### src/rtl/axis_join.sv
// Lock-step join of N AXI-Stream inputs through per-input FWFT FIFOs.
// One output beat pops the head of every FIFO; lasts are cross-checked per beat.
module axis_join #(
   parameter int unsigned N         = 2,
   parameter int unsigned W         = 32,
   parameter int unsigned DEPTH     = 4,
   parameter int unsigned LAST_MODE = 0
) (
   input  logic                clk,
   input  logic                rstn,
   input  logic [N-1:0]        s_valid,
   output logic [N-1:0]        s_ready,
   input  logic [N-1:0]        s_last,
   input  logic [N-1:0][W-1:0] s_data,
   output logic                m_valid,
   input  logic                m_ready,
   output logic                m_last,
   output logic [N-1:0][W-1:0] m_data,
   output logic                m_err,
   output logic                err_sticky,
   input  logic                err_clr
);

   localparam int unsigned AW = $clog2(DEPTH);
   localparam int unsigned CW = AW + 1;

   logic         r_en;
   logic         r_err_sticky;
   logic [N-1:0] w_nempty;
   logic [N-1:0] w_full;
   logic [N-1:0] w_push;
   logic [N-1:0] w_head_last;
   logic         w_pop;
   logic         w_all_last;
   logic         w_any_last;
   logic         w_err_set;

   // r_en keeps s_ready low through reset and drives it purely from flops.
   assign s_ready    = {N{r_en}} & ~w_full;
   assign w_push     = s_valid & s_ready;
   assign m_valid    = &w_nempty;
   assign w_pop      = m_valid & m_ready;
   assign w_all_last = &w_head_last;
   assign w_any_last = |w_head_last;
   assign m_last     = m_valid & ((LAST_MODE != 0) ? w_any_last : w_all_last);
   assign m_err      = m_valid & (w_all_last != w_any_last);
   assign w_err_set  = w_pop & m_err;
   assign err_sticky = r_err_sticky;

   for (genvar gi = 0; gi < N; gi++) begin : g_fifo
      logic [W:0]    r_mem [DEPTH];
      logic [AW-1:0] r_wptr;
      logic [AW-1:0] r_rptr;
      logic [CW-1:0] r_cnt;
      logic [W:0]    w_head;

      assign w_head          = r_mem[r_rptr];
      assign m_data[gi]      = w_head[W-1:0];
      assign w_head_last[gi] = w_head[W];
      assign w_nempty[gi]    = (r_cnt != '0);
      assign w_full[gi]      = (r_cnt == CW'(DEPTH));

      always_ff @(posedge clk or negedge rstn) begin
         if (!rstn) begin
            r_wptr <= '0;
            r_rptr <= '0;
            r_cnt  <= '0;
            for (int unsigned j = 0; j < DEPTH; j++) begin
               r_mem[j] <= '0;
            end
         end else begin
            if (w_push[gi]) begin
               r_mem[r_wptr] <= {s_last[gi], s_data[gi]};
               r_wptr        <= r_wptr + AW'(1);
            end
            if (w_pop) begin
               r_rptr <= r_rptr + AW'(1);
            end
            if (w_push[gi] && !w_pop) begin
               r_cnt <= r_cnt + CW'(1);
            end else if (!w_push[gi] && w_pop) begin
               r_cnt <= r_cnt - CW'(1);
            end
         end
      end
   end

   always_ff @(posedge clk or negedge rstn) begin
      if (!rstn) begin
         r_en         <= 1'b0;
         r_err_sticky <= 1'b0;
      end else begin
         r_en <= 1'b1;
         // A setting event beats a same-cycle clear.
         if (w_err_set) begin
            r_err_sticky <= 1'b1;
         end else if (err_clr) begin
            r_err_sticky <= 1'b0;
         end
      end
   end

endmodule
### config.mk
export PLATFORM = sky130hd
export DESIGN_NAME = axis_join
export DESIGN_NICKNAME = d
export VERILOG_FILES = /design/src/rtl/axis_join.sv
export SDC_FILE = /design/constraint.sdc
export NUM_CORES = 1
export LEC_CHECK = 0
export BUFFER_PORTS_ARGS = -buffer_cell sky130_fd_sc_hd__buf_2
export CAP_MARGIN = 20
export CELL_PAD_IN_SITES_DETAIL_PLACEMENT = 1
export CELL_PAD_IN_SITES_GLOBAL_PLACEMENT = 2
export CORE_MARGIN = 8
export CORE_UTILIZATION = 39
export CTS_CLUSTER_DIAMETER = 40
export DETAILED_ROUTE_END_ITERATION = 12
export PLACE_DENSITY = 0.77
export SYNTH_ARGS = -nofsm -noshare
export SYNTH_HDL_FRONTEND = slang
export SYNTH_SLANG_ARGS = --single-unit
### constraint.sdc
create_clock -name clk -period 2.15 [get_ports clk]
set_input_delay 0.3225 -clock clk [delete_from_list [all_inputs] [get_ports clk]]
set_output_delay 0.3225 -clock clk [all_outputs]
set_load 0.05 [all_outputs]
==> qor.csv <==
metric,value,unit
status,"complete, but fails checks",
failing checks,setup timing,
CP Launch Type,flip-flop,
slowest CP cell,mux4_2,
"FF+latch count, synth",280,
leading area contributor after synthesis,dfrtp_1,
Antenna Cells,0,
synth top area cells,"dfrtp_1, mux2_2, mux4_2",
unrepaired setup endpoints after global routing,true,
clock skew,0.0158,ns
Fin Hold WS,0.0404,ns
detailed-route wire length per cell,21.3,µm
Worst Setup EP,m_err,
R2R Setup Slk,0.11,ns
first-pass GRT wire length,47.7,mm
Final Setup Violations,66,
Worst Path Required,1.83,ns
Avg Vias per Cell,5.18,
vias in the first global route,8297,
crit path launch,g_fifo[1].r_rptr[0],
top-count cell post-synth,dfrtp_1,
syn avg cell area,17.3,µm²
Netlist cell types,25,
max-cap violations,0,
Num CTS Buffers,47,
gr usage total,15.8,%
First DRT Iteration DRCs,233,
CP Capture Type,output port,
design area,16100,µm²
post-route ant nets,0,
CTS Buffer Depth,3,
cell depth of the worst flop-to-flop path,7,
most used flip-flop cell after synthesis,dfrtp_1,
total grt overflow,0,
synthesized area,12400,µm²
utilization after layout,51.3,%
initial antenna violation count,3,
worst hold path class,input port to flip-flop,
largest fanout on the critical path,2,
Post-synth EDFFs,0,
multi-input logic area,5150,µm²
Ys Warns,0,
fill cell count,2978,
placed insts,1257,
H-Tree Depth,2,
max layer used,met5,
syn_nets,804,
CP peak stage delay,0.54,ns
final period utilization,112,%
endpoints failing hold,0,
share of post-route cells with drive strength above 1,66.5,%
Synth top area share,56.4,%
share of synthesized flip-flops with an asynchronous set or reset,100,%
Setup CP Type,flip-flop to output port,
Layout area overhead,30.0,%
IO buf count,141,
met1 WL,12.6,mm
Tmin final,2.42,ns
Worst-Skew Late Latency,0.54,ns
CTS Root Cell,clkbuf_16,
core area,31500,µm²
die height,194,µm
Die ar.,37800,µm²
met3 wire length,1.44,mm
sequential-to-total area share from yosys stat,56.4,%
count of boundary I/O pins,142,
DPL Wire Length,17.6,mm
wire length on met2,14.4,mm
drt first pass iters,4,
largest net degree at the start of global routing,81,
CTS Sinks,280,
fin. max-slew vios,0,
placed instance area,13800,µm²
clock-pin slew of the registers on the worst-case setup and hold paths,0.05,ns
Final GP Congestion,0.711,
routed wire length,29.0,mm
Post-synth top cells,"dfrtp_1, mux2_2, mux4_2",
Gate Count Post-Synth,719,
CP cell instances,mux4_2 > ha_4 > inv_2 > nor3_4 > buf_6,
fin nets,1007,
Storage cell area,7010,µm²
r2r endpoint,g_fifo[1].r_mem[42],
vias post-DR,7059,
CTS tree,yes,
FMAX,0.414,GHz
DIE WIDTH,194,µm
DRC viols,0,
HP Start,err_clr,
initial core utilization,39.5,%
final worst slack,-0.267,ns
Final Non-Filler Cells,1362,
RR Startpoint,g_fifo[1].r_cnt[2],
# rows,65,
Critical Path AT,2.09,ns
cell families (layout without fill, tap and decap cells):
group                      Yosys count  after routing  share of synthesized area [%]
AOI/OAI and AO/OA                    1              1                         0.0504
xor gates and xnor gates            12             12                          0.846
adders and majority gates           13             13                           1.43
buffers and inverters               48            289                           3.00
DFF                                280            280                           56.4
muxes                              334            334                           36.3
other                                1              1                         0.0302
and+or+nand+nor                     30             30                           1.95
per-stage QoR:
stage,worst slack (ns),setup TNS (ns)
global route,-0.346,-15.71
finish,-0.267,-11.08
detailed placement,-0.0105,-0.0105
floorplan,-0.0463,-0.0463
global placement,0.0901,0
CTS,-0.325,-13.88
sequential cells by signal, summed over array words and instances, names as in the netlist:
name and flops:
g_fifo.r_cnt 6, g_fifo.r_wptr 4, r_en 1, g_fifo.r_rptr 4
g_fifo.r_mem 264, err_sticky 1
how the worst min path moves through the flow:
stage	to	slack [ns]	depth (start not counted)
after floorplan	err_sticky	0.03	0
after global placement	g_fifo[0].r_mem[16]	0.24	1
after detailed placement	g_fifo[0].r_mem[16]	0.24	1
after CTS	err_sticky	0.01	2
after global routing	err_sticky	0.04	2
final	err_sticky	0.04	2
placed cells by master (no fill, tap or decap), types with 5 or more instances in the layout:
cell type / synthesis / layout
mux4_2: 66 / 66
mux2_2: 268 / 268
clkinv_4: 0 / 10
clkinv_2: 0 / 6
inv_1: 8 / 7
buf_2: 10 / 77
xnor2_1: 6 / 6
nor3b_4: 2 / 10
buf_16: 0 / 5
inv_6: 0 / 6
clkbuf_16: 0 / 51
buf_4: 0 / 40
clkinvlp_4: 0 / 6
dfrtp_1: 280 / 278
clkbuf_8: 0 / 5
buf_12: 0 / 16
xor2_1: 6 / 6
buf_6: 24 / 48
ha_1: 11 / 9
area by class of cell:
class | count | area share (%)
clock buffer | 54 | 7.89
clock inverter | 33 | 2.18
inverter | 8 | 0.186
multi-input combinational | 391 | 31.9
sequential | 280 | 43.4
tap | 402 | 3.11
timing repair buffer | 194 | 11.3
worst max-delay path: cells and delay by family, from the launching register on:
| family | cells | cell delay (ns) |
|---|---|---|
| mux | 1 | 0.54 |
| flops | 1 | 0.38 |
| fa+ha+maj | 1 | 0.29 |
| buf+inv | 2 | 0.22 |
| simple gates | 1 | 0.13 |
routing by layer:
layer / vias to the layer above / global-route usage (%)
li1: 3094 / -
met4: 6 / 4.55
met1: 3772 / 20.3
met3: 54 / 4.23
met5: - / 0
met2: 133 / 26.0
repair_timing:
action / 4_1_cts / 5_1_grt
resized for setup: 93 / 54
cloned: 4 / 3
endpoints found under the setup margin: 70 / 69
setup buffers: 8 / 3
hold buffers: 1 / 0
hold endpoints to repair: 35 / 0
pin swaps: 3 / 4
Power is left out: the tool's default activity adds up to more than one toggle a clock period on the data nets, which glitch-free logic cannot reach.
